**src/rtl/dac_spi_frame_writer.sv**
```systemverilog
// rtl/dac_spi_frame_writer.sv - multi-channel serial DAC frame writer
// Shifts {pd, data, zero pad} MSB first per enabled channel on a shared sclk/sdo.
module dac_spi_frame_writer #(
    parameter int DATA_WIDTH = 16,
    parameter int PD_BITS    = 2,
    parameter int FRAME_BITS = 24,
    parameter int NUM_CH     = 2,
    parameter int SCLK_DIV   = 2,
    parameter int SYNC_HIGH  = 4
) (
    input  logic                         clk,
    input  logic                         sreset,
    input  logic [NUM_CH*DATA_WIDTH-1:0] in_data,
    input  logic [PD_BITS-1:0]           in_pd,
    input  logic [NUM_CH-1:0]            in_ch_en,
    input  logic                         in_valid,
    output logic                         in_ready,
    output logic                         sclk,
    output logic                         sdo,
    output logic [NUM_CH-1:0]            syncn,
    output logic                         busy,
    output logic                         frame_done
);

    localparam int CH_W  = (NUM_CH > 1) ? $clog2(NUM_CH) : 1;
    localparam int BC_W  = (FRAME_BITS > 1) ? $clog2(FRAME_BITS) : 1;
    localparam int T_MAX = (SCLK_DIV > SYNC_HIGH) ? SCLK_DIV : SYNC_HIGH;
    localparam int TM_W  = (T_MAX > 1) ? $clog2(T_MAX) : 1;

    if (FRAME_BITS < PD_BITS + DATA_WIDTH) begin : g_bad_frame
        $error("FRAME_BITS must be at least PD_BITS+DATA_WIDTH");
    end
    if (SCLK_DIV < 1) begin : g_bad_div
        $error("SCLK_DIV must be at least 1");
    end
    if (SYNC_HIGH < 1) begin : g_bad_sync
        $error("SYNC_HIGH must be at least 1");
    end
    if (NUM_CH < 1) begin : g_bad_ch
        $error("NUM_CH must be at least 1");
    end

    typedef enum logic [2:0] {
        IDLE,
        SELECT,
        SHIFT_HI,
        SHIFT_LO,
        GAP,
        DONE
    } state_t;

    state_t                       state;
    logic [NUM_CH*DATA_WIDTH-1:0] data_l;
    logic [PD_BITS-1:0]           pd_l;
    logic [NUM_CH-1:0]            pending;
    logic [CH_W-1:0]              ch;
    logic [FRAME_BITS-1:0]        shreg;
    logic [BC_W-1:0]              bit_cnt;
    logic [TM_W-1:0]              tmr;

    logic                         sel_found;
    logic [CH_W-1:0]              sel_ch;
    logic [FRAME_BITS-1:0]        load_word;

    // Descending scan so the lowest pending channel wins.
    always_comb begin
        sel_found = 1'b0;
        sel_ch    = '0;
        load_word = '0;
        for (int k = NUM_CH - 1; k >= 0; k--) begin
            if (pending[k]) begin
                sel_found = 1'b1;
                sel_ch    = CH_W'(k);
                load_word[FRAME_BITS-1 -: PD_BITS+DATA_WIDTH] =
                    {pd_l, data_l[k*DATA_WIDTH +: DATA_WIDTH]};
            end
        end
    end

    always_ff @(posedge clk) begin
        if (sreset) begin
            state      <= IDLE;
            syncn      <= '1;
            sclk       <= 1'b1;
            sdo        <= 1'b0;
            busy       <= 1'b0;
            frame_done <= 1'b0;
            in_ready   <= 1'b0;
            pending    <= '0;
            ch         <= '0;
            shreg      <= '0;
            bit_cnt    <= '0;
            tmr        <= '0;
            data_l     <= '0;
            pd_l       <= '0;
        end else begin
            frame_done <= 1'b0;
            case (state)
                IDLE: begin
                    in_ready <= 1'b1;
                    if (in_valid && in_ready) begin
                        data_l   <= in_data;
                        pd_l     <= in_pd;
                        pending  <= in_ch_en;
                        in_ready <= 1'b0;
                        busy     <= 1'b1;
                        state    <= SELECT;
                    end
                end
                SELECT: begin
                    if (!sel_found) begin
                        frame_done <= 1'b1;
                        state      <= DONE;
                    end else begin
                        ch      <= sel_ch;
                        shreg   <= load_word;
                        bit_cnt <= BC_W'(FRAME_BITS - 1);
                        tmr     <= '0;
                        syncn   <= ~(NUM_CH'(1) << sel_ch);
                        sclk    <= 1'b1;
                        sdo     <= load_word[FRAME_BITS-1];
                        state   <= SHIFT_HI;
                    end
                end
                SHIFT_HI: begin
                    if (tmr == TM_W'(SCLK_DIV - 1)) begin
                        tmr   <= '0;
                        sclk  <= 1'b0;
                        state <= SHIFT_LO;
                    end else begin
                        tmr <= tmr + 1'b1;
                    end
                end
                SHIFT_LO: begin
                    if (tmr == TM_W'(SCLK_DIV - 1)) begin
                        tmr  <= '0;
                        sclk <= 1'b1;
                        if (bit_cnt != '0) begin
                            // Next bit goes out together with the sclk rise.
                            shreg   <= shreg << 1;
                            sdo     <= shreg[FRAME_BITS-2];
                            bit_cnt <= bit_cnt - 1'b1;
                            state   <= SHIFT_HI;
                        end else begin
                            pending <= pending & ~(NUM_CH'(1) << ch);
                            syncn   <= '1;
                            sdo     <= 1'b0;
                            state   <= GAP;
                        end
                    end else begin
                        tmr <= tmr + 1'b1;
                    end
                end
                GAP: begin
                    if (tmr == TM_W'(SYNC_HIGH - 1)) begin
                        tmr   <= '0;
                        state <= SELECT;
                    end else begin
                        tmr <= tmr + 1'b1;
                    end
                end
                DONE: begin
                    busy     <= 1'b0;
                    in_ready <= 1'b1;
                    state    <= IDLE;
                end
                default: state <= IDLE;
            endcase
        end
    end

endmodule

```
**config.mk**
```make
export PLATFORM = sky130hd
export DESIGN_NAME = dac_spi_frame_writer
export DESIGN_NICKNAME = d
export VERILOG_FILES = /design/src/rtl/dac_spi_frame_writer.sv
export SDC_FILE = /design/constraint.sdc
export NUM_CORES = 1
export LEC_CHECK = 0
export CORE_MARGIN = 3
export CORE_UTILIZATION = 55
export CTS_CLUSTER_SIZE = 40
export DETAILED_ROUTE_END_ITERATION = 8
export HOLD_SLACK_MARGIN = 0.05
export PLACE_DENSITY_LB_ADDON = 0.15
export SETUP_SLACK_MARGIN = 0.4
export SYNTH_ARGS = -nofsm -noshare
export SYNTH_HDL_FRONTEND = slang
export SYNTH_SLANG_ARGS = --single-unit
```
**constraint.sdc**
```tcl
create_clock -name clk -period 3.7 [get_ports clk]
set_clock_uncertainty 0.15 [all_clocks]
set_input_delay 0.74 -clock clk [delete_from_list [all_inputs] [get_ports clk]]
set_output_delay 0.74 -clock clk [all_outputs]
set_load 0.01 [all_outputs]
```
# ---- After elaboration in Yosys (flattened, before gate mapping)
# Index checks and enable logic that the tools add are counted.
dict set report word_totals {
  register_bits 77
  in_bits 39
  elab_cells 101
}
dict set report classes {
  addsub 2
  muxes 45
  reduce_logical 20
  bitwise_logic 4
  shifts 2
  n_eq_ne 14
}
# cell n
set op_table {}
lappend op_table {{$mux 23} 3}
lappend op_table {{$pmux 23 s2} 1}
lappend op_table {{$mux 18} 2}
lappend op_table {{$reduce_and 4->1} 5}
lappend op_table {{$mux 2} 9}
lappend op_table {{$mux 3} 6}
lappend op_table {{$mux 5} 3}
lappend op_table {{$pmux 3 s5} 1}
lappend op_table {{$ne 2x2->1 const B} 7}
lappend op_table {{$mux 1} 12}
lappend op_table {{$pmux 5 s2} 1}
lappend op_table {{$pmux 2 s2} 2}
lappend op_table {{$reduce_and 2->1} 4}
lappend op_table {{$eq 3x2->1 const B} 2}
lappend op_table {{$eq 3x3->1 const B} 2}
lappend op_table {{$pmux 1 s2} 3}
lappend op_table {{$pmux 2 s3} 1}
lappend op_table {{$reduce_bool 2->1} 3}
lappend op_table {{$reduce_bool 3->1} 2}
lappend op_table {{$reduce_bool 5->1} 1}
lappend op_table {{$sub 5x1->5 const B} 1}
lappend op_table {{$not 2->2} 2}
lappend op_table {{$reduce_or 2->1} 2}
lappend op_table {{$shl 1x1->2 const A} 2}
lappend op_table {{other kinds (10)} 10}

# ---- Depth between registers and ports, before layout
# Gate-level depths: netlist (run 1).
dict set report logic_depth {
  word_depth 6
  ltp_mapped 8
  ltp_nobuf 6
}

# ---- Worst setup path before layout (run 1)
# OpenSTA, ideal clock, no wires.
dict set report synth_timing {
  kind {register -> register}
  startpoint {register tmr[1]}
  endpoint {register shreg[12]}
  setup_slack_ps 1771
  stages_incl_launch_ff 9
  required_time_ps 3428
  setup_ps 122
  arrival_ps 1657
  cell_sequence {dfxtp_1 -> inv_1 -> ha_1 -> nor2b_4 -> or4_4 -> buf_6 -> nor2_8 -> buf_6 -> o22ai_1}
}
dict set report synth_between {
  elab_chain_len 3
}
# item line_no
set synth_rtl {}
lappend synth_rtl {{start: declaration} 59} ;# logic [TM_W-1:0] tmr;
lappend synth_rtl {{start signal: assignment} 131} ;# tmr <= tmr + 1'b1;
lappend synth_rtl {{start signal: assignment} 151} ;# tmr <= tmr + 1'b1;
lappend synth_rtl {{start signal: assignment} 159} ;# tmr <= tmr + 1'b1;
lappend synth_rtl {{$eq 2x1->1} 135} ;# if (tmr == TM_W'(SCLK_DIV - 1)) begin
lappend synth_rtl {{$ne 2x2->1 (no source line)} -}
lappend synth_rtl {{$reduce_and 4->1 (no source line)} -}
lappend synth_rtl {{end signal: assignment} 116} ;# shreg <= load_word;
lappend synth_rtl {{end signal: assignment} 140} ;# shreg <= shreg << 1;
lappend synth_rtl {{end: declaration} 57} ;# logic [FRAME_BITS-1:0] shreg;
# Every way passes these cells.
# A chain may end at the register's enable or synchronous reset.

# ---- Final worst setup path (run 1)
dict set report layout_timing {
  startpoint {register state[1]}
  endpoint {register pending[1]}
}
dict set report layout_between {
  elab_chain_len 3
  word_cells_on_any_way 8
  cone_classes {eq/ne (4); mux (1); reduce/logical (3)}
}
# item line_no
set layout_rtl {}
lappend layout_rtl {{start: declaration} 52} ;# state_t state;
lappend layout_rtl {{start signal: assignment} 82} ;# state <= IDLE;
lappend layout_rtl {{start signal: assignment} 107} ;# state <= SELECT;
lappend layout_rtl {{start signal: assignment} 113} ;# state <= DONE;
lappend layout_rtl {{$eq 3x2->1 or $logic_not 3->1 (tied branches)} 98} ;# case (state)
lappend layout_rtl {{$ne 2x2->1 (no source line) or $reduce_bool 2->1 (tied branches)} -}
lappend layout_rtl {{$reduce_and 4->1 (no source line)} -}
lappend layout_rtl {{end signal: assignment} 104} ;# pending <= in_ch_en;
lappend layout_rtl {{end signal: assignment} 145} ;# pending <= pending & ~(NUM_CH'(1) << ch);
lappend layout_rtl {{end: declaration} 55} ;# logic [NUM_CH-1:0] pending;
# Several ways; a longest one is shown, not always the timed one.

==> flow_summary_export.csv, run 1 <==
group,metric,value,unit
layout,seq_area,0.001421,mm^2
die,die_w,82.92,um
job,drv_cap,0,
logic_synthesis,synth-xor-area-share,0,%
clock_tree,path_clk_slew,0.07,ns
logic_synthesis,synth_compound_area_share,22.95,%
route,vias,2946,
logic_synthesis,yosys.area_share.simple,24.38,%
logic_synthesis,synth_area,0.003254,mm^2
clock_tree,cts_setup_buffers,0,
route,viasPerCell,5.665,
global_routing,antenna_found_initial,0,
die,die_area,0.006876,mm^2
placement,dp_worst_setup_slack,0.7686,ns
global_routing,grt_pass1_vias,2796,
worst_setup_path,max_stage_delay,0.97,ns
sta,whs,0.3064,ns
layout,nFillCells,507,
global_routing,track_usage,22.37,%
logic_synthesis,yosysTopAreaCellShare,43.68,%
layout,utilization,68.14,%
layout,n_antenna_cell,0,
layout,stdcell_count,520,
worst_setup_path,cp-start-kind,"flip-flop",
worst_setup_path,crit_fanout,36,
clock_tree,ctsResizeCount,0,
placement,gp_congestion,0.7873,
clock_tree,clk_latency,0.34,ns
sta,maxSlewViolCount,0,
logic_synthesis,synthTopCellsByArea,"dfxtp_1 44%, nand2_1 15%, a21oi_1 7.7%",
logic_synthesis,synth_warnings,0,
power_and_ir_drop,vdd_drop_max,0.0003151,V
global_routing,grt_pass1_wl,12.73,mm
logic_synthesis,ys_top_cells_by_count,"126 x nand2_1, 71 x dfxtp_1, 50 x a21oi_1",
sta,min_period_over_period,72.08,%
logic_synthesis,syn-num-nets,459,
layout,syn2layout_area_growth,17.42,%
sta,relSlewSlack,18.97,%
layout,layout-drive-gt1-share,6.920,%
clock_tree,tritoncts,"yes",
route,drc,0,
sta,worst_slew_pin_slew,1.215,ns
route,ant_nets,0,
logic_synthesis,ys_seq_area_share,43.68,%
logic_synthesis,async_flop_share,0,%
route,drt_iter0_drc,242,
logic_synthesis,synth_cell_types,49,
clock_tree,cts_buffers,9,
logic_synthesis,ys_ff_latch,71,
clock_tree,htreeDepth,3,
worst_setup_path,critPathTopFamily,"simple AND/OR/NAND/NOR gates",
die,pin_count,46,
die,core_area,0.005608,mm^2
worst_setup_path,critPathCaptureType,"flip-flop",
placement,port_buffers,45,
route,routedWlPerCell,14.53,um
layout,multi_input_area,0.001600,mm^2
logic_synthesis,synth_most_common_cell,"nand2_1",
worst_setup_path,cp_data_arrival_time,2.76,ns
logic_synthesis,synth_top_family_by_area,"simple AND/OR/NAND/NOR gates",
placement,dp_cells,504,
logic_synthesis,muxShareOfSynthArea,0.3076,%
status,status,"finished, final reports clean",
worst_setup_path,slowest_stage,"or3_1",
worst_setup_path,path_cells,"or2_1, or3_1, nor3_1, nor4_1",
sta,clock.fmax,374.9,MHz
die,initial_core_util,58.03,%
sta,setup_tns,0,ns
logic_synthesis,syn_area_per_cell,7.823,um^2
route,dr.pass1.iters,4,
placement,place_hpwl,5.061,mm
global_routing,grt_max_degree,43,
logic_synthesis,synthAdderAreaFrac,1.538,%
hold_path,hold_class,"reg -> reg",
clock_tree,cts_root_buffer,"clkbuf_8",
route,wl,7.553,mm
power_and_ir_drop,power_density,425.0,mW/mm^2
clock_tree,clockBufferDepth,2,
logic_synthesis,synthCells,416,
power_and_ir_drop,power.leakage,1.268,nW
sta,finalHoldViolCount,0,
power_and_ir_drop,power,1.624,mW
clock_tree,cts_sinks,71,
global_routing,grt_overflow,0,
worst_setup_path,crit_buf_inv,0,
worst_setup_path,cp.required,3.79,ns
die,die_h,82.92,um
placement,place_area,0.003645,mm^2
sta,fin_crit,2.667,ns
die,std_cell_rows,27,
sta,rsz0062_at_grt,"no",
sta,finalSetupViolCount,0,
logic_synthesis,yosysTopAreaCell,"dfxtp_1",
logic_synthesis,synth_edf_count,0,
layout,stdcell_area,0.003821,mm^2
worst_setup_path,crit_type,"reg -> reg",
logic_synthesis,synth_flop_cell,"dfxtp_1",
sta,setup_slack,1.033,ns
layout,finalNetCount,486,
clock_tree,hold_buffers,0,
## cells in the final DEF (no fill, tap or decap), drive strengths merged, types with 4 or more instances in the layout
cell type / n
a21oi: 50
buf: 7
clkbuf: 13
clkdlybuf4s50: 45
dfxtp: 71
ha: 4
inv: 8
nand2: 126
nand3: 4
nor2: 14
nor3: 9
o211ai: 17
o21ai: 26
o22ai: 15
## power by group
part	switching, mW	leakage (nW)	internal [mW]
Sequential	0.0293	0.576	0.802
Combinational	0.130	0.602	0.102
Clock	0.281	0.0894	0.279
Total	0.441	1.27	1.18
## registers in the layout, indices dropped and copies added (netlist names), 2 cells and up
| name | cells |
|---|---|
| tmr | 2 |
| shreg | 17 |
| bit_cnt | 5 |
| state | 3 |
| pending | 2 |
| syncn | 2 |
| pd_l | 2 |
| data_l | 32 |
## path summary, 6_finish.rpt
check,to,from,slack [ns],cells after the start
max,pending[1],state[1],1.03,4
min,data_l[1],data_l[1],0.31,2
max reg2reg,pending[1],state[1],1.03,4
min reg2reg,data_l[1],data_l[1],0.31,2
## worst min-delay path, delay by kind of cell (launching register included)
family / cells / cell delay [ns]
flip-flops: 1 / 0.31
AND/OR/NAND/NOR: 1 / 0.05
AO/OA/AOI/OAI: 1 / 0.05
## area by class of cell
class,instances,area share [%]
Sequential cell,71,37.20
Inverter,8,0.7859
Clock inverter,3,0.4584
Timing Repair Buffer,52,13.16
Tap cell,72,2.358
Multi-Input combinational cell,301,41.88
Clock buffer,13,4.158
## cells by family after synthesis
family / after synthesis
adder cells (fa/ha/maj): 4
AND/OR/NAND/NOR: 171
buffers and inverters: 44
AO/OA/AOI/OAI: 125
multiplexers: 1
flip-flops: 71
## metal layers
layer  share of wire [%]  vias to the layer above  GRT usage, %
li1                    -                     1491             -
met1                  47                     1346         30.07
met2                  46                       96         34.99
met3                 6.2                       13         6.151
met4                 1.5                        0         6.835
met5                   0                        -             0
No activity file was read; power rests on OpenSTA's default activity.
==> run 2, diff against run 1 <==
CORE_UTILIZATION = 49   (was 55)
clock period = 2.4 ns   (was 3.7 ns; I/O delays follow)
==> run 2 against run 1 <==
Net effect:
- utilization down 4.2 points
- maximum frequency increased by 35%
- non-clock buffer count rose by 10
- largest cell class unchanged
==> flow_summary_export.csv, run 2 (same netlist as run 1, synthesis figures left out) <==
group,metric,value,unit
clock_tree,clk_latency,0.35,ns
layout,largestRegisters,"data_l (32), shreg (17), bit_cnt (5)",
global_routing,grt_max_degree,42,
hold_path,hold-path-cell-count,2,
route,highest_layer,"met4",
power_and_ir_drop,p_comb_share,14.1,%
route,met3_length,338,um
worst_setup_path,rr_worst_depth,6,
global_routing,grt_overflow,0,
clock_tree,cts_root_buffer,"clkbuf_8",
power_and_ir_drop,p_seq_share,44.7,%
die,core_area,0.006386,mm^2
global_routing,track_usage,21.10,%
route,dr.pass1.iters,4,
status,status,"finished, final reports clean",
sta,relSlewSlack,64.20,%
global_routing,grt_pass1_wl,12.73,mm
placement,dp_worst_setup_slack,0.1883,ns
sta,finalSetupViolCount,0,
route,vias,3025,
power_and_ir_drop,power_density,702.6,mW/mm^2
clock_tree,htreeDepth,3,
die,std_cell_rows,29,
placement,port_buffers,45,
layout,largest_reg_flops,32,
route,viasPerCell,5.633,
route,routedWlPerCell,14.86,um
clock_tree,hold_buffers,0,
worst_setup_path,crit_type,"reg -> reg",
sta,rsz0062_at_grt,"yes",
power_and_ir_drop,p_sw,0.7185,mW
power_and_ir_drop,swShare,25.06,%
power_and_ir_drop,power.leakage,1.374,nW
die,die_h,87.50,um
worst_setup_path,cp.required,2.49,ns
placement,place_hpwl,5.120,mm
sta,worst_slew_pin_slew,0.5329,ns
layout,layout-drive-gt1-share,11.30,%
route,drc,0,
job,drv_cap,0,
worst_setup_path,crit_fanout,5,
hold_path,hold_class,"reg -> reg",
layout,nFillCells,606,
sta,maxSlewViolCount,0,
clock_tree,tritoncts,"yes",
die,pin_count,46,
route,wl,7.982,mm
clock_tree,path_clk_slew,0.08,ns
sta,fin_crit,1.980,ns
route,met1_length,3.613,mm
die,die_area,0.007655,mm^2
global_routing,antenna_found_initial,0,
layout,n_antenna_cell,0,
die,die_w,87.50,um
route,drt_iter0_drc,152,
layout,syn2layout_area_growth,25.37,%
power_and_ir_drop,p_int,2.148,mW
worst_setup_path,cp_data_arrival_time,2.07,ns
worst_setup_path,cp-start-kind,"flip-flop",
worst_setup_path,critPathCaptureType,"flip-flop",
placement,gp_congestion,0.7422,
power_and_ir_drop,vdd_drop_max,0.0005057,V
sta,min_period_over_period,82.51,%
layout,layout_common_cells,"126 x nand2_1, 68 x dfxtp_1, 50 x a21oi_1, 45 x clkdlybuf4s50_1, 24 x o21ai_0",
sta,setup_tns,0,ns
sta,finalHoldViolCount,0,
layout,top_register,"data_l",
clock_tree,cts_sinks,71,
clock_tree,cts_buffers,9,
layout,finalNetCount,498,
clock_tree,clockBufferDepth,2,
layout,final_common_cell,"nand2_1",
route,ant_nets,0,
sta,clock.fmax,505.0,MHz
global_routing,grt_pass1_vias,2738,
sta,setup_slack,0.4198,ns
power_and_ir_drop,power_frac_clock,41.2,%
die,initial_core_util,50.96,%
route,met2WireLength,3.893,mm
## run 2: power by group through the flow
stage / sequential [mW] / combinational [mW] / clock (mW)
after floorplan: 1.29 / 0.253 / 0
final: 1.28 / 0.403 / 1.18
after global routing: 1.29 / 0.443 / 1.25
after global placement: 1.30 / 0.381 / 0
after CTS: 1.28 / 0.391 / 1.19
after detailed placement: 1.31 / 0.387 / 0
## run 2: worst max-delay path, stage by stage (launching register included)
cell and delay, ns:
dfxtp_1 0.35, inv_1 0.12, ha_4 0.19, nor2b_4 0.07, or4_2 0.73, o21ai_0 0.20, a21oi_1 0.08
## run 2: per-layer routing
layer  GRT usage, %  vias up
met5              0        -
met4          9.066        0
met3          4.447       12
met2          34.66       77
met1          26.60     1411
li1               -     1525
## run 2: final timing paths
path | start | slack (ns) | to
worst min register to register | data_l[27] | 0.31 | data_l[27]
worst max-delay path | tmr[1] | 0.42 | bit_cnt[4]
worst min-delay path | data_l[27] | 0.31 | data_l[27]
worst max register to register | tmr[1] | 0.42 | bit_cnt[4]
## run 2: timing repair
| action | in CTS | in global routing |
|---|---|---|
| buffers inserted | 1 | 0 |
| setup endpoints to repair | 20 | 24 |
| pin swaps | 2 | 2 |
| resized for setup | 1 | 12 |
| cloned | 1 | 1 |
## run 2: layout make-up
cell class              count  area, um^2  share of cell area (%)
multi-input cells         303        1668                   40.88
flip-flops and latches     71        1425                   34.93
repair buffers             62       615.6                   15.09
clock buffers              11       141.4                   3.465
clock inverters             5       103.9                   2.545
well taps                  77       96.34                   2.361
inverters                   8       30.03                  0.7360
## run 2: per-stage QoR
stage / power (mW) / cell area (um^2) / util [%] / hold WS, ns / cells
6_report: 2.867 / 4080 / 63.89 / 0.3064 / 537
5_1_grt: 2.981 / 4080 / 63.89 / 0.3293 / 537
4_1_cts: 2.863 / 4023 / 62.99 / 0.3092 / 536
3_5_place_dp: 1.693 / 3744 / 58.62 / 0.2984 / 518
3_3_place_gp: 1.686 / 3744 / 58.62 / 0.2922 / 518
2_1_floorplan: 1.545 / 3254 / - / 0.2864 / 416
